[src/rtl/fir_unfolded_pkg.sv]
// fir_unfolded_pkg: shared widths, FSM states and tag type for the unfolded FIR controller
package fir_unfolded_pkg;
  localparam int DW = 8;
  localparam int NTAPS = 11;
  localparam int P = 3;
  typedef enum logic [1:0] {RUN, DRAIN, LOAD} state_t;
  typedef logic [1:0] tag_t;
endpackage

[src/rtl/blk_fifo.sv]
// blk_fifo: small synchronous FIFO holding whole filter blocks or their tags
module blk_fifo #(
  parameter int W = 8,
  parameter int D = 4
) (
  input  logic         clk_i,
  input  logic         rst_i,
  input  logic         push_i,
  input  logic [W-1:0] din_i,
  input  logic         pop_i,
  output logic [W-1:0] dout_o,
  output logic         empty_o
);
  localparam int AW = (D > 1) ? $clog2(D) : 1;
  localparam int CW = $clog2(D + 1);
  logic [W-1:0] mem_q [D];
  logic [AW-1:0] wp_q, rp_q;
  logic [CW-1:0] cnt_q;
  logic do_push, do_pop;
  assign empty_o = cnt_q == '0;
  assign do_pop = pop_i && !empty_o;
  assign do_push = push_i && (cnt_q != CW'(D) || do_pop);
  assign dout_o = mem_q[rp_q];
  // storage is never reset; reads are only meaningful while not empty
  always_ff @(posedge clk_i)
    if (do_push) mem_q[wp_q] <= din_i;
  // wrap-around pointers and occupancy count
  always_ff @(posedge clk_i or posedge rst_i)
    if (rst_i) begin
      wp_q <= '0;
      rp_q <= '0;
      cnt_q <= '0;
    end else begin
      if (do_push) wp_q <= wp_q == AW'(D - 1) ? '0 : wp_q + 1'b1;
      if (do_pop) rp_q <= rp_q == AW'(D - 1) ? '0 : rp_q + 1'b1;
      cnt_q <= cnt_q + CW'(do_push) - CW'(do_pop);
    end
endmodule

[src/rtl/fir_unfolded_ctrl.sv]
// fir_unfolded_ctrl: packs/unpacks serial samples for the 3-parallel FIR and owns its coefficient banks
module fir_unfolded_ctrl
  import fir_unfolded_pkg::*;
#(
  parameter int NBLK = 4
) (
  input  logic                clk_i,
  input  logic                rst_i,
  input  logic [DW-1:0]       s_din_i,
  input  logic                s_vin_i,
  output logic                s_ready_o,
  input  logic                flush_i,
  input  logic                coef_we_i,
  input  logic [3:0]          coef_addr_i,
  input  logic [DW-1:0]       coef_data_i,
  input  logic                coef_commit_i,
  output logic [DW-1:0]       f_din0_o,
  output logic [DW-1:0]       f_din1_o,
  output logic [DW-1:0]       f_din2_o,
  output logic                f_vin_o,
  output logic [NTAPS*DW-1:0] h_bus_o,
  input  logic [DW-1:0]       f_dout0_i,
  input  logic [DW-1:0]       f_dout1_i,
  input  logic [DW-1:0]       f_dout2_i,
  input  logic                f_vout_i,
  output logic [DW-1:0]       m_dout_o,
  output logic                m_vout_o,
  input  logic                m_ready_i,
  output logic                busy_o,
  output logic                err_o
);
  localparam int CW = $clog2(NBLK + 1);
  state_t state_q;
  logic [NTAPS*DW-1:0] sh_q, act_q;
  logic [P-1:0][DW-1:0] sl_q, sl_d, blk_q, blk_d;
  logic [1:0] cnt_q, idx_q;
  tag_t n, tg_head;
  logic [CW-1:0] cred_q, infl_q;
  logic [P*DW-1:0] bf_dout;
  logic flush_q, vin_q, err_q;
  logic acc, fl, avail, iss, cret, fv_ok, m_hs, last, bf_empty, tf_empty;
  assign s_ready_o = !rst_i && state_q == RUN && cnt_q != 2'd3;
  assign acc = s_vin_i && s_ready_o;
  assign n = cnt_q + {1'b0, acc};
  assign fl = flush_q || flush_i;
  assign avail = cred_q != '0 || cret;
  assign iss = state_q == RUN && avail && (n == 2'd3 || (fl && n != 2'd0));
  assign fv_ok = f_vout_i && infl_q != '0;
  assign m_vout_o = !bf_empty;
  assign m_dout_o = m_vout_o ? bf_dout[idx_q*DW +: DW] : '0;
  assign m_hs = m_vout_o && m_ready_i;
  assign last = idx_q == tg_head - 2'd1;
  assign cret = m_hs && last;
  assign {f_din2_o, f_din1_o, f_din0_o} = blk_q;
  assign f_vin_o = vin_q;
  assign h_bus_o = act_q;
  assign err_o = err_q;
  assign busy_o = state_q != RUN || cnt_q != 2'd0 || infl_q != '0 || !bf_empty || !tf_empty;
  // accepted sample lands in the next free slot; slots beyond the valid count are zero-padded
  always_comb begin
    sl_d = sl_q;
    if (acc) sl_d[cnt_q] = s_din_i;
    blk_d = sl_d;
    if (n < 2'd3) blk_d[2] = '0;
    if (n < 2'd2) blk_d[1] = '0;
  end
  // packer, credits, in-flight count, unpacker index and sticky error
  always_ff @(posedge clk_i or posedge rst_i)
    if (rst_i) begin
      sl_q <= '0;
      blk_q <= '0;
      cnt_q <= '0;
      vin_q <= 1'b0;
      flush_q <= 1'b0;
      cred_q <= CW'(NBLK);
      infl_q <= '0;
      idx_q <= '0;
      err_q <= 1'b0;
    end else begin
      sl_q <= sl_d;
      cnt_q <= iss ? 2'd0 : n;
      flush_q <= fl && !iss && (n == 2'd1 || n == 2'd2);
      vin_q <= iss;
      if (iss) blk_q <= blk_d;
      cred_q <= cred_q - CW'(iss) + CW'(cret);
      infl_q <= infl_q + CW'(iss) - CW'(fv_ok);
      if (m_hs) idx_q <= last ? 2'd0 : idx_q + 2'd1;
      err_q <= err_q || (f_vout_i && infl_q == '0);
    end
  // commit FSM: drain in-flight blocks, then copy shadow into active bank for one LOAD cycle
  always_ff @(posedge clk_i or posedge rst_i)
    if (rst_i) begin
      state_q <= RUN;
      sh_q <= '0;
      act_q <= '0;
    end else begin
      if (coef_we_i && int'(coef_addr_i) < NTAPS) sh_q[int'(coef_addr_i)*DW +: DW] <= coef_data_i;
      if (state_q == LOAD) act_q <= sh_q;
      state_q <= state_q == RUN ? (coef_commit_i ? DRAIN : RUN) :
                 state_q == DRAIN ? (infl_q == '0 ? LOAD : DRAIN) : RUN;
    end
  blk_fifo #(.W(P*DW), .D(NBLK)) u_bf (
    .clk_i(clk_i), .rst_i(rst_i), .push_i(fv_ok), .din_i({f_dout2_i, f_dout1_i, f_dout0_i}),
    .pop_i(cret), .dout_o(bf_dout), .empty_o(bf_empty)
  );
  blk_fifo #(.W(2), .D(NBLK)) u_tf (
    .clk_i(clk_i), .rst_i(rst_i), .push_i(iss), .din_i(n),
    .pop_i(cret), .dout_o(tg_head), .empty_o(tf_empty)
  );
endmodule

[config.mk]
export PLATFORM = sky130hd
export DESIGN_NAME = fir_unfolded_ctrl
export DESIGN_NICKNAME = d
export VERILOG_FILES = /design/src/rtl/fir_unfolded_pkg.sv /design/src/rtl/blk_fifo.sv /design/src/rtl/fir_unfolded_ctrl.sv
export SDC_FILE = /design/constraint.sdc
export NUM_CORES = 1
export LEC_CHECK = 0
export CAP_MARGIN = 10
export CORE_MARGIN = 4
export CORE_UTILIZATION = 50
export CTS_BUF_LIST = sky130_fd_sc_hd__clkbuf_16
export DETAILED_ROUTE_END_ITERATION = 6
export GPL_ROUTABILITY_DRIVEN = 0
export GPL_TIMING_DRIVEN = 0
export PLACE_DENSITY_LB_ADDON = 0.25
export SETUP_SLACK_MARGIN = 0.2
export SLEW_MARGIN = 5
export SYNTH_ARGS = -nofsm -noshare
export SYNTH_HDL_FRONTEND = slang
export SYNTH_SLANG_ARGS = --single-unit
[constraint.sdc]
create_clock -name clk_i -period 8.6 [get_ports clk_i]
set_input_delay 1.72 -clock clk_i [delete_from_list [all_inputs] [get_ports clk_i]]
set_output_delay 1.72 -clock clk_i [all_outputs]
set_load 0.1 [all_outputs]
; ---- Word level (Yosys, flattened, before mapping)
; Memory sizes are Yosys's and may differ from the RTL's.
; Index checks and enable logic that the tools add are counted.
[classes]
addsub = 16
magnitude_cmp = 5
eq_ne = 13
n_shift = 3
muxes = 22
n_reduce_logical = 42
[op_table]
columns = cell, n
row1 = bitwise mux 88 bit, 1
row2 = "variable shift 8 x 33 -> 88 bit, first input constant", 1
row3 = variable part select 8 x 33 -> 88 bit, 1
row4 = negation 7 -> 33 bit, 1
row5 = two-way mux 8 bit, 4
row6 = bitwise mux 24 bit, 1
row7 = two-way mux 24 bit, 1
row8 = variable part select 24 x 6 -> 8 bit, 1
row9 = logical AND 1 bit, 18
row10 = two-way mux 2 bit, 9
row11 = demux 8 bit (select 2 bit), 1
row12 = "== test 2 bit, second input constant", 7
row13 = adder 3 x 1 -> 3 bit, 4
row14 = subtractor 3 x 1 -> 3 bit, 4
row15 = logical OR 1 bit, 11
row16 = "adder 2 x 1 -> 2 bit, second input constant", 5
row17 = zero test 3 bit, 3
row18 = "inequality test 3 bit, second input constant", 2
row19 = nonzero test 2 bit, 3
row20 = nonzero test 3 bit, 2
row21 = two-way mux 1 bit, 5
row22 = "== test 2 x 1 -> 1 bit, second input constant", 2
row23 = zero test 1 bit, 4
row24 = "less-than comparator 2 bit, second input constant", 2
row25 = 8 further kinds, 8
[totals]
regBits = 253
mem_bits_rw = 104
elab_cells = 125
mem_count = 2
[mem_list]
columns = memory, words, width, read_ports, rd_ports_with_merged_regs, write_ports, line_no
row1 = u_bf.mem_q, 4, 24, 1, 0, 1, blk_fifo.sv:16  ; logic [W-1:0] mem_q [D];
row2 = u_tf.mem_q, 4, 2, 1, 0, 1, blk_fifo.sv:16

; ---- Logic depth before layout (Yosys ltp)
; Gate-level depths: netlist of the first run.
[logic_depth]
depth_word = 12
mapped_depth = 18

; ---- Hierarchy
; A second synthesis of the first run with hierarchy kept.
[unflattened]
cells_unflattened = 961
area_unflattened_um2 = 14652.8
[modules_own_cells]
columns = module, instances, cells_each, area_each_um2
row1 = fir_unfolded_ctrl, 1, 747, 10027.1
row2 = blk_fifo (u_bf), 1, 165, 3898.7
row3 = blk_fifo (u_tf), 1, 49, 726.9

; ---- Least setup slack after synthesis of the first run
; No wires, ideal clock.
[synth_timing]
path_type = in2reg
from = input rst_i
to = register cred_q[2]
setup_time_ns = 0.075
t_arrival_ns = 9.586
t_required_ns = 8.525
slack_ns = -1.062
cell_stages = 18
path_cell_list = a2111oi_0 -> and2_1 -> ha_1 -> xnor2_1 -> clkinv_1 -> ha_1 -> o21ai_0 -> a21o_1 -> buf_6 -> inv_2 -> buf_4 -> ha_1 -> inv_1 -> ha_1 -> inv_1 -> fa_1 -> xnor2_1 -> xnor2_1
[synth_between]
elab_chain_cells = 11
[synth_lines]
columns = element, line_no
row1 = "start, declared", fir_unfolded_ctrl.sv:8  ; input logic rst_i,
row2 = zero test 1 bit (no line) *, n/a
row3 = logical AND 1 bit * (2 in a row), fir_unfolded_ctrl.sv:42  ; assign s_ready_o = !rst_i && state_q == RUN && cnt_q != 2'd3;
row4 = logical AND 1 bit *, fir_unfolded_ctrl.sv:43  ; assign acc = s_vin_i && s_ready_o;
row5 = adder 2 x 1 -> 2 bit *, fir_unfolded_ctrl.sv:44  ; assign n = cnt_q + {1'b0, acc};
row6 = net n[1], fir_unfolded_ctrl.sv:37  ; tag_t n, tg_head;
row7 = nonzero test 2 bit, fir_unfolded_ctrl.sv:47  ; assign iss = state_q == RUN && avail && (n == 2'd3 || (fl && n != 2'd0));
row8 = logical AND 1 bit, fir_unfolded_ctrl.sv:47
row9 = logical OR 1 bit *, fir_unfolded_ctrl.sv:47
row10 = logical AND 1 bit *, fir_unfolded_ctrl.sv:47
row11 = net iss, fir_unfolded_ctrl.sv:41  ; logic acc, fl, avail, iss, cret, fv_ok, m_hs, last, bf_empty, tf_empty;
row12 = subtractor 3 x 1 -> 3 bit *, fir_unfolded_ctrl.sv:85  ; cred_q <= cred_q - CW'(iss) + CW'(cret);
row13 = adder 3 x 1 -> 3 bit *, fir_unfolded_ctrl.sv:85
row14 = "end signal, assigned", fir_unfolded_ctrl.sv:75  ; cred_q <= CW'(NBLK);
row15 = "end signal, assigned", fir_unfolded_ctrl.sv:85
row16 = "end, declared", fir_unfolded_ctrl.sv:38  ; logic [CW-1:0] cred_q, infl_q;
; The timed path passes the listed nets; every way through them passes the cells marked *.
; A chain may end at the register's enable or synchronous reset.

; ---- Worst setup path after layout of the first run
; Same ends and word-level chain as after synthesis.

==> results.toml, run 1 <==
[run_status]
status = "finished clean"

[routing]
routed-via-count = 8293
via_per_inst = 5.316
post_drt_wl_per_cell_um = 19.46
drc = 0
firstDrtPassIters = 5
routed_wl_um = 30350
antenna_left = 0
dr.first_iter.drc_count = 388

[floorplan]
io-pin-count = 177
start_util = 0.5104
dieArea_um2 = 31360
die_h_um = 177.1
die_w_um = 177.1
num_rows = 61
core_region_area_um2 = 28010

[synthesis]
synthCells = 930
synth.avg_cell_area_um2 = 15.37
yosys_register_bits = 357
async_flop_share = 0.7087
synth_ff_type = "dfrtp_1"
yosysUniqueCellTypes = 54
ys_warn_count = 0
synth_edf_count = 104
synth_fp_nets = 1010
ys_seq_area_frac = 0.6614
netlist_area_um2 = 14300

[power]
ir_drop_mv = 0.2352
powerDensity_nw_per_um2 = 394.0
leakage_nw = 7.819

[timing]
tns_ns = 0
tightest_slew_ns = 1.085
fmax_mhz = 175.1
min_period_ns = 5.713
finClkSkew_ns = 0.01177
relSlewSlack = 0.2747
post-route-period-util = 0.6642
setup_violations = 0
final_max_slew_viol_count = 0
rsz0062_at_grt = "no"
finalHoldViolCount = 0

[worst_setup_path]
path_cells = "clkdlybuf4s50_1 -> a2111oi_1 -> and2_1 -> ha_1 -> xnor2_1 -> clkinv_1 -> ha_1 -> o21ai_0 -> a21o_1 -> buf_6 -> inv_2 -> buf_4 -> ha_1 -> inv_1 -> ha_1 -> inv_1 -> fa_1 -> xnor2_1 -> xnor2_1"
cp_top_family = "buffers and inverters"
arrival_ns = 6.14
cp.depth = 19
start_kind = "input port"
worstPathRequired_ns = 9.03
crit_slowest_cell = "clkdlybuf4s50_1"
setup.worst_path.class = "in -> reg"
worstPathMaxFanout = 13
cp-end-kind = "flip-flop"
cpMostUsedCell = "ha_1"
ff2ff_path_depth = 18
cpPeakStageDelay_ns = 0.48
worst-path-buf-inv = 7

[clocking]
cts_tree = "built"
cts-root-buf = "clkbuf_16"
postCtsHoldBufs = 0
cts_setup_buffers = 0
cts_sinks = 357
cts_resized = 0
cts_max_path_buffers = 3
clk_latency_ns = 0.51
cts_buffers = 38
h-tree-depth = 2
clkSlewWorstSetupHoldPaths_ns = 0.06

[grt]
grt_max_degree = 40
antenna_found_initial = 1
grt_overflow = 0
grt_pass1_vias = 9000
grt_pass1_wl_um = 49620
grtUsageTotal = 0.2006

[layout]
fin_util = 0.6407
drive_gt1_frac = 0.2377
layout.nets = 1233
layout_commonest_cell = "dfrtp_1"
area_growth_pct = 25.54
antenna_cells = 0
mostFrequentLayoutCells = "dfrtp_1 (252), clkdlybuf4s50_1 (176), mux2_2 (163)"

[placed_design]
hpwl_um = 20860
port_buffers = 176

[job]
max_cap_viol_count = 0

[hold_path]
worstHoldPathCells = 1
hp-class = "reg -> reg"
-- synth_stat cells (all sizes together) (2+ instances only) --
master	n	area (um^2)
dfrtp	252	6306
mux2	173	1986
edfxtp	104	3123
nand2	75	281.5
inv	35	133.9
o21ai	35	175.2
nor2	34	127.6
clkbuf	26	97.59
mux4	26	585.6
ha	24	300.3
mux2i	17	182.7
and2	16	105.1
nand3	14	70.07
a21oi	12	63.81
and3	10	62.56
xnor2	10	95.10
buf	9	61.30
a22o	8	70.07
nor3	7	40.04
nand3b	5	37.54
o41ai	5	43.79
a21o	4	31.28
fa	4	80.08
nor2b	3	18.77
xor2	3	26.28
nor3b	2	15.01
o31ai	2	15.01
-- metal layers --
metal,vias to the layer above,GRT usage,part of all wire
met1,4231,0.2559,0.41
li1,3795,-,-
met2,217,0.3429,0.50
met5,-,0,0.00036
met3,48,0.05213,0.064
met4,2,0.05513,0.023
-- flip-flops by register name, summed over array words and instances (netlist names), 8 cells and up --
name        cells
u_bf.mem_q     96
h_bus_o        88
sh_q           88
sl_q           24
f_din0_o        8
f_din1_o        8
f_din2_o        8
u_tf.mem_q      8
-- kinds of logic (layout without fill, tap and decap cells) --
kind of cell	count (synthesis)	count (layout)	synth area share
DFF	357	357	0.6614
muxes	216	216	0.1926
and+or+nand+nor	174	174	0.05838
AOI/OAI and AO/OA	71	71	0.03177
buffers and inverters	71	323	0.02074
xor gates and xnor gates	13	13	0.008490
adders and majority gates	28	28	0.02661
-- layout make-up --
| type | count | area [um^2] |
|---|---|---|
| Fill cell | 2059 | 10060 |
| Sequential cell | 357 | 9455 |
| Multi-Input combinational cell | 502 | 4546 |
| Timing Repair Buffer | 183 | 1902 |
| Clock buffer | 41 | 1026 |
| Tap cell | 378 | 473.0 |
| Clock inverter | 28 | 245.2 |
| Buffer | 35 | 158.9 |
| Inverter | 36 | 141.4 |
-- path summary, 6_finish.rpt --
check / from / to / slack (ns)
max in group asynchronous: rst_i / sh_q[28]$_DFFE_PP0P_ / 5.66
worst max-delay path: rst_i / cred_q[2]$_DFF_PP1_ / 2.89
worst min register to register: err_o$_DFF_PP0_ / err_o$_DFF_PP0_ / 0.45
worst max register to register: state_q[0]$_DFF_PP0_ / cred_q[2]$_DFF_PP1_ / 4.04
min in group asynchronous: rst_i / state_q[0]$_DFF_PP0_ / 1.61
worst min-delay path: err_o$_DFF_PP0_ / err_o$_DFF_PP0_ / 0.45
-- stage by stage --
step                setup WS, ns  total power, W  instance area [um^2]  hold slack, ns  std cells
CTS                        2.832        0.007151                 17950          0.4604       1560
global route               2.434        0.007417                 17950          0.4983       1560
detailed placement         2.388        0.005479                 16680          0.4506       1491
global placement           1.659        0.005406                 16540          0.4398       1484
floorplan                 0.4066        0.004737                 14300          0.4393        930
finish                     2.887        0.007070                 17950          0.4530       1560
-- power by group --
part           switching [W]  total (W)  internal [W]
Sequential          0.000211    0.00240       0.00219
Clock               0.000640    0.00165       0.00101
Combinational        0.00211    0.00302      0.000910
Total                0.00296    0.00707       0.00411
-- worst register-to-register path, delay by kind of cell (launching register included) --
kind / cells / cell delay (ns)
AO/OA/AOI/OAI: 3 / 1.00
XOR/XNOR: 3 / 0.52
adder cells (fa/ha/maj): 5 / 1.35
flip-flops: 1 / 0.43
AND/OR/NAND/NOR: 1 / 0.21
buffers and inverters: 6 / 0.98
Note: power is estimated with default switching activity, not from simulation.
==> inputs of run 2 (changes only) <==
--- a/config.mk
+++ b/config.mk
@@ -7,7 +7,7 @@
 export LEC_CHECK = 0
 export CAP_MARGIN = 10
 export CORE_MARGIN = 4
-export CORE_UTILIZATION = 50
+export CORE_UTILIZATION = 55
 export CTS_BUF_LIST = sky130_fd_sc_hd__clkbuf_16
 export DETAILED_ROUTE_END_ITERATION = 6
 export GPL_ROUTABILITY_DRIVEN = 0
==> constraint.sdc (replaced) <==
create_clock -name clk_i -period 5.9 [get_ports clk_i]
set_input_delay 1.18 -clock clk_i [delete_from_list [all_inputs] [get_ports clk_i]]
set_output_delay 1.18 -clock clk_i [all_outputs]
set_load 0.1 [all_outputs]
==> results.toml, run 2 (same netlist as run 1, synthesis figures left out) <==
[run_status]
status = "finished clean"

[placed_design]
hpwl_um = 20640
port_buffers = 176

[grt]
antenna_found_initial = 0
grtUsageTotal = 0.2151
grt_max_degree = 39
grt_pass1_wl_um = 48800
grt_overflow = 0
grt_pass1_vias = 8941

[worst_setup_path]
worstPathMaxFanout = 10
path_cells = "clkbuf_1 -> buf_1 -> mux4_2 -> a21oi_1 -> nor2_1 -> clkdlybuf4s50_1"
worstPathRequired_ns = 4.72
cp-end-kind = "output port"
start_kind = "flip-flop"
crit_slowest_cell = "clkdlybuf4s50_1"
arrival_ns = 3.83
cpPeakStageDelay_ns = 0.99
setup.worst_path.class = "reg -> out"

[clocking]
cts_tree = "built"
h-tree-depth = 2
cts_resized = 0
clkSlewWorstSetupHoldPaths_ns = 0.06
cts_buffers = 37
postCtsHoldBufs = 0
cts_sinks = 357
cts_setup_buffers = 0
cts-root-buf = "clkbuf_16"
clk_latency_ns = 0.51
cts_max_path_buffers = 3

[routing]
drc = 0
antenna_left = 0
via_per_inst = 5.500
post_drt_wl_per_cell_um = 20.15
routed_wl_um = 30320
routed-via-count = 8278
firstDrtPassIters = 5
dr.first_iter.drc_count = 526

[timing]
finalHoldViolCount = 0
post-route-period-util = 0.8487
relSlewSlack = 0.2804
setup_violations = 0
min_period_ns = 5.007
final_max_slew_viol_count = 0
fmax_mhz = 199.7
rsz0062_at_grt = "no"
finClkSkew_ns = 0.01316
tightest_slew_ns = 1.076
tns_ns = 0

[layout]
antenna_cells = 0
drive_gt1_frac = 0.2357
area_growth_pct = 24.40
layout.nets = 1232
layout_commonest_cell = "dfrtp_1"
top_register = "u_bf.mem_q"
fin_util = 0.7002
mostFrequentLayoutCells = "dfrtp_1 (252), clkdlybuf4s50_1 (176), mux2_2 (163)"
largest_reg_flops = 96

[floorplan]
start_util = 0.5629
die_h_um = 169.2
dieArea_um2 = 28640
num_rows = 58
core_region_area_um2 = 25400
die_w_um = 169.2
io-pin-count = 177

[job]
max_cap_viol_count = 0

[hold_path]
hp-class = "reg -> reg"

[power]
ir_drop_mv = 0.4701
powerDensity_nw_per_um2 = 570.3
leakage_nw = 7.753
## run 2: cell count changes in the layout (fill, tap and decap cells not counted)
cell       before  now
a2111oi_1       1    0
a2111oi_4       0    1
clkbuf_16      41   40
clkinv_4        0    1
clkinv_2        7    4
inv_1          40   38
bufinv_16       5    2
inv_6           0    1
## run 2: critical path: cells and delay by family, from the launching register on
| family | cells | cell delay (ns) |
|---|---|---|
| compound gates | 1 | 0.16 |
| buf+inv | 3 | 2.11 |
| flops | 1 | 0.37 |
| mux | 1 | 0.62 |
| simple gates | 1 | 0.06 |
## run 2: worst paths after layout
check                                    startpoint                       to  slack (ns)  depth (start not counted)
hold / removal                 sh_q[45]$_DFFE_PP0P_     sh_q[45]$_DFFE_PP0P_        0.48                          2
max in group asynchronous                     rst_i  h_bus_o[60]$_DFFE_PP0N_        3.41                          6
hold reg to reg                sh_q[45]$_DFFE_PP0P_     sh_q[45]$_DFFE_PP0P_        0.48                          2
setup reg to reg               state_q[0]$_DFF_PP0_      cred_q[2]$_DFF_PP1_        1.53                         18
min in group asynchronous                     rst_i  f_din2_o[6]$_DFFE_PP0P_        1.19                          2
setup / recovery           u_bf.rp_q[0]$_DFFE_PP0P_              m_dout_o[6]        0.89                          6
## run 2: final cells by class
| cell class | count | area [um^2] |
|---|---|---|
| flip-flops and latches | 357 | 9455 |
| multi-input cells | 502 | 4563 |
| clock inverters | 22 | 150.1 |
| fillers | 1750 | 7615 |
| clock buffers | 40 | 1001 |
| inverters | 36 | 141.4 |
| well taps | 330 | 412.9 |
| repair buffers | 183 | 1902 |
| plain buffers | 35 | 158.9 |
## run 2: routing by layer
metal	up-vias	part of all wire	global-route usage	wire length [um]
met4	0	0.026	0.06545	798
met2	202	0.51	0.3641	15380
met3	48	0.057	0.04729	1720
met1	4250	0.41	0.2825	12420
met5	-	0	0	0
li1	3778	-	-	-
## run 2: per-stage QoR
stage | cells | worst slack (ns) | power, W | hold WS, ns | area, um^2
after floorplan | 930 | 0.6173 | 0.006913 | 0.4393 | 14320
after global placement | 1436 | -0.4755 | 0.007877 | 0.4412 | 16490
after detailed placement | 1443 | 0.5056 | 0.007984 | 0.4692 | 16630
after CTS | 1505 | 0.7834 | 0.01023 | 0.4822 | 17780
after global routing | 1505 | 0.5700 | 0.01061 | 0.4960 | 17780
final | 1505 | 0.8925 | 0.01014 | 0.4787 | 17780
## run 2: where the power goes
part | switching [W] | internal (W) | leakage [nW]
clock network | 0.000900 | 0.00130 | 0.594
registers | 0.000323 | 0.00319 | 4.33
logic | 0.00309 | 0.00134 | 2.83
==> RTL edit 1 (flow settings as in run 1) <==
The 3 states of `state_t` get a one-hot encoding in 3 bits.
--- a/src/rtl/fir_unfolded_pkg.sv
+++ b/src/rtl/fir_unfolded_pkg.sv
@@ -3,7 +3,7 @@
   localparam int DW = 8;
   localparam int NTAPS = 11;
   localparam int P = 3;
-  typedef enum logic [1:0] {RUN, DRAIN, LOAD} state_t;
+  typedef enum logic [2:0] {RUN = 3'b001, DRAIN = 3'b010, LOAD = 3'b100} state_t;
   typedef logic [1:0] tag_t;
 endpackage
 
Check against the original RTL: same outputs for any inputs over 4 cycles, from zero or initial values and one cycle with rst_i high; so few cycles prove little.
==> RTL edit 1 against run 1 <==
  * Area after synthesis grew 0.60%
  * Die area grew 0.57%
  * Final cell count shrank 1.1%
  * Design area grew 0.38%
  * Synthesized cell count shrank 1.9%
  * Utilization grew 0.066 points
  * Wire length shrank 0.48%
  * Critical path depth shrank 11
  * Register-to-register slack gained 0.38 ns
  * Power shrank 15%
  * Sequential cell count grew 1
  * Via count shrank 1.2%
  * Worst setup slack gained 0.065 ns
  * Critical endpoint is now m_dout_o[0]
  * Largest power group is now registers
==> RTL edit 1: results (changes against run 1) <==
outcome: "finished clean"
drtIter0Drc: 492  # +27%
skew_ns: 0.0126  # +0.000827 ns
dp_hpwl_mm: 21.0  # +0.52%
synth_xor_area_share_pct: 0.844  # -0.0050 points
reg2reg_from: "state_q[0]$_DFF_PP1_"
drive_gt1_share_pct: 25.3  # +1.5 points
synth-seq-area-share_pct: 65.9  # -0.21 points
grt_pass1_vias: 8823  # -2.0%
synthTopCellsByCount: "252 x dfrtp_1, 184 x mux2_2, 104 x edfxtp_1"
netlist_top_cells_area: "dfrtp_1 44%, edfxtp_1 22%, mux2_2 14%, mux4_2 4.1%, ha_1 2.3%"
syn_avg_cell_area_sq_um: 15.8  # +2.6%
wl_per_cell_microns: 19.6  # +0.61%
port_buffers: 175  # -0.57%
r2r-end: "infl_q[2]$_DFF_PP0_"
drt-total-wl_mm: 30.2  # -0.48%
synth_fa_ha_area_share_pct: 2.82  # +0.16 points
async_reset_ff_share_pct: 70.9  # +0.081 points
grt_max_degree: 41  # +2.5%
hold_end: "sh_q[67]$_DFFE_PP0P_"
via_per_inst: 5.31  # -0.15%
hold_depth: 2  # +1
tightest_slew_ns: 1.07  # -0.0142 ns
grtUsageMet1_pct: 25.7  # +0.14 points
cp.arrival_ns: 3.93  # -2.21 ns
cpPeakStageDelay_ns: 0.99  # +0.51 ns
crit_path_max_fanout: 10  # -3
max-vdd-ir-drop_mv: 0.155  # -34%
muxShareOfSynthArea_pct: 19.8  # +0.56 points
met2_usage_pct: 33.2  # -1.1 points
synth_fp_nets: 994  # -1.6%
-- RTL edit 1: cell count changes after synthesis, moves of 5 or more --
cell / run 1 / this run
nand2_1: 75 / 46
mux2_2: 163 / 184
o21ai_0: 35 / 18
a32o_1: 0 / 16
nand3_1: 14 / 4
nor3_1: 6 / 15
a22o_1: 8 / 0
and2_1: 12 / 20
mux2i_1: 16 / 8
o31ai_1: 2 / 7
o41ai_1: 5 / 0
-- RTL edit 1: cells by family (layout without fill, tap and decap cells) --
logic type | count (synthesis) | after routing
AO/OA/AOI/OAI | 66 | 66
adder cells (fa/ha/maj) | 30 | 30
multiplexers | 225 | 225
XOR/XNOR | 13 | 13
buffers and inverters | 71 | 324
flip-flops | 358 | 358
AND/OR/NAND/NOR | 149 | 149
-- RTL edit 1: cell type report --
| cell class | count | area [sq um] |
|---|---|---|
| flip-flops and latches | 358 | 9480 |
| clock inverters | 30 | 226 |
| fillers | 2116 | 10100 |
| plain buffers | 35 | 154 |
| multi-input cells | 483 | 4620 |
| clock buffers | 39 | 976 |
| well taps | 378 | 473 |
| repair buffers | 184 | 1950 |
| inverters | 36 | 139 |
-- RTL edit 1: how the worst max path moves through the flow --
stage,depth (start not counted),to,from
2_1_floorplan,1,cnt_q[0]$_DFF_PP0_,rst_i
3_3_place_gp,2,h_bus_o[43]$_DFFE_PP0N_,rst_i
6_report,8,m_dout_o[0],u_bf.rp_q[0]$_DFFE_PP0P_
5_1_grt,8,m_dout_o[7],u_bf.rp_q[0]$_DFFE_PP0P_
4_1_cts,8,m_dout_o[6],u_bf.rp_q[0]$_DFFE_PP0P_
3_5_place_dp,19,infl_q[2]$_DFF_PP0_,rst_i
-- RTL edit 1: critical path, delay by kind of cell (launching register included) --
kind	cells	cell delay [ns]
flops	1	0.35
simple gates	2	0.13
compound gates	1	0.16
mux	2	0.79
buf+inv	3	1.98
-- RTL edit 1: layer usage --
| metal | part of all wire (%) | up-vias |
|---|---|---|
| li1 | - | 3773 |
| met2 | 50 | 191 |
| met3 | 6.1 | 45 |
| met4 | 1.8 | 0 |
| met5 | 0 | - |
| met1 | 42 | 4181 |
-- RTL edit 1: stage by stage --
stage          area, sq um  hold slack (ns)  power [mW]  utilization, %  setup slack (ns)
2_1_floorplan        14400            0.443        3.95               -              3.54
3_3_place_gp         16600            0.438        4.44            59.1              1.66
3_5_place_dp         16800            0.447        4.50            59.7              2.99
4_1_cts              18000            0.477        6.09            63.9              2.83
5_1_grt              18000            0.499        6.34            64.1              2.65
6_report             18000            0.474        6.04            64.1              2.95
-- RTL edit 1: power breakdown --
part	switching, mW	internal (mW)
clock network	0.632	0.938
logic	1.45	0.739
registers	0.165	2.11
total	2.24	3.79
==> RTL edit 2 (config.mk and constraints of run 1) <==
Without the edit above. Set the parameter `NBLK` to 2 (it was 4).
--- a/src/rtl/fir_unfolded_ctrl.sv
+++ b/src/rtl/fir_unfolded_ctrl.sv
@@ -2,7 +2,7 @@
 module fir_unfolded_ctrl
   import fir_unfolded_pkg::*;
 #(
-  parameter int NBLK = 4
+  parameter int NBLK = 2
 ) (
   input  logic                clk_i,
   input  logic                rst_i,
Behaviour: not the same (a bounded check fails within 4 cycles, from zero or initial values and one cycle with rst_i high).
==> RTL edit 2 against run 1 <==
  * Sequential cell count is 60 lower
  * Area after synthesis is 17% lower
  * Design area is 16% lower
  * Worst setup slack better by 0.14 ns
  * Wire length is 15% lower
  * Final cell count is 7.8% lower
Power is not shown: default switching activity piles up to over one toggle a cycle in this logic, so the estimate is an artifact.
==> RTL edit 2: results (changes against run 1) <==
synth_fa_ha_area_share_pct: 1.48  # -1.2 points
synth_compound_area_share_pct: 5.68  # +2.5 points
synthTopCellsByCount: "244 x dfrtp_1, 135 x nand2_1, 114 x mux2_2"
dp_hpwl_mm: 18.0  # -14%
relSlewSlack_pct: 25.2  # -2.3 points
clock-root-buffer: "clkbuf_16"
grt_pass1_wl_mm: 42.2  # -15%
grt_max_degree: 42  # +5.0%
r2r-end: "infl_q[1]$_DFF_PP0_"
numCtsBuffers: 30  # -21%
final_nets: 1166  # -5.4%
reg2reg_depth: 16  # -2
crit_path_max_fanout: 3  # -10
cp.arrival_ns: 3.85  # -2.29 ns
skew_ns: 0.00938  # -0.00239 ns
die-width_microns: 162  # -8.6%
synth_cell_types: 58  # +7.4%
synth_xor_area_share_pct: 1.18  # +0.33 points
grt_pass1_vias: 8058  # -10%
async_reset_ff_share_pct: 82.5  # +12 points
antenna_found_initial: 0  # -1
port_buffers: 175  # -0.57%
synth_edf_count: 52  # -50%
crit_slowest_cell: "clkdlybuf4s50_1"
drive_gt1_share_pct: 18.0  # -5.8 points
htreeDepth: 1  # -1
muxShareOfSynthArea_pct: 16.4  # -2.9 points
met2_usage_pct: 34.4  # +0.11 points
outcome: "finished clean"
use_met3_pct: 4.21  # -1.0 points
synth_fp_nets: 952  # -5.7%
wl_per_cell_microns: 17.9  # -8.3%
via_per_inst: 5.19  # -2.4%
synth-seq-area-share_pct: 65.0  # -1.1 points
cpPeakStageDelay_ns: 1.23  # +0.75 ns
crit_end: "s_ready_o"
dieHeight_microns: 162  # -8.6%
grt_usage_pct: 20.0  # -0.071 points
netlist_top_cells_area: "dfrtp_1 52%, edfxtp_1 13%, mux2_2 11%, nand2_1 4.3%, mux2i_1 2.7%"
slew_violations: 0  # unchanged
clock_latency_ns: 0.54  # +0.03 ns
fill_cells: 1854  # -10%
drtIter0Drc: 315  # -19%
grtUsageMet1_pct: 26.8  # +1.3 points
dr.pass1.iters: 6  # +1
rrSetupSlack_ns: 4.25  # +0.21 ns
-- RTL edit 2: metrics by stage --
stage               TNS (ns)  area [sq um]  std cells  utilization, %  worst slack [ns]
finish                     0         15000       1438            64.3              3.03
global route               0         15000       1438            64.3              2.90
CTS                        0         15000       1438            64.3              3.06
detailed placement         0         14100       1387            60.4              2.67
global placement      -18.94         14000       1380            59.8             -1.26
floorplan                  0         11800        886               -             0.759
-- RTL edit 2: worst min-delay path by stage --
stage                         start                    to  slack [ns]  depth (start not counted)
4_1_cts             err_o$_DFF_PP0_       err_o$_DFF_PP0_        0.46                          1
5_1_grt             err_o$_DFF_PP0_       err_o$_DFF_PP0_        0.49                          1
3_5_place_dp        err_o$_DFF_PP0_       err_o$_DFF_PP0_        0.45                          1
2_1_floorplan  sh_q[10]$_DFFE_PP0P_  sh_q[10]$_DFFE_PP0P_        0.45                          2
3_3_place_gp        err_o$_DFF_PP0_       err_o$_DFF_PP0_        0.44                          1
6_report            err_o$_DFF_PP0_       err_o$_DFF_PP0_        0.45                          1
-- RTL edit 2: cells by family (layout without fill, tap and decap cells) --
| group | Yosys count | count (layout) |
|---|---|---|
| AO/OA/AOI/OAI | 113 | 113 |
| XOR/XNOR | 16 | 16 |
| adder cells (fa/ha/maj) | 14 | 14 |
| buffers and inverters | 76 | 309 |
| flip-flops | 297 | 297 |
| multiplexers | 165 | 165 |
| AND/OR/NAND/NOR | 205 | 205 |
-- RTL edit 2: layout make-up --
type	instances	share of cell area, %
well taps	319	2.65
flip-flops and latches	297	51.2
multi-input cells	513	25.3
clock inverters	20	0.890
plain buffers	30	1.07
clock buffers	31	5.16
repair buffers	182	12.5
inverters	46	1.19
-- RTL edit 2: metal layers --
layer	wire length, microns	share of wire (%)
met1	11200	44
met2	12600	49
met3	1520	5.9
met4	357	1.4
met5	0	0
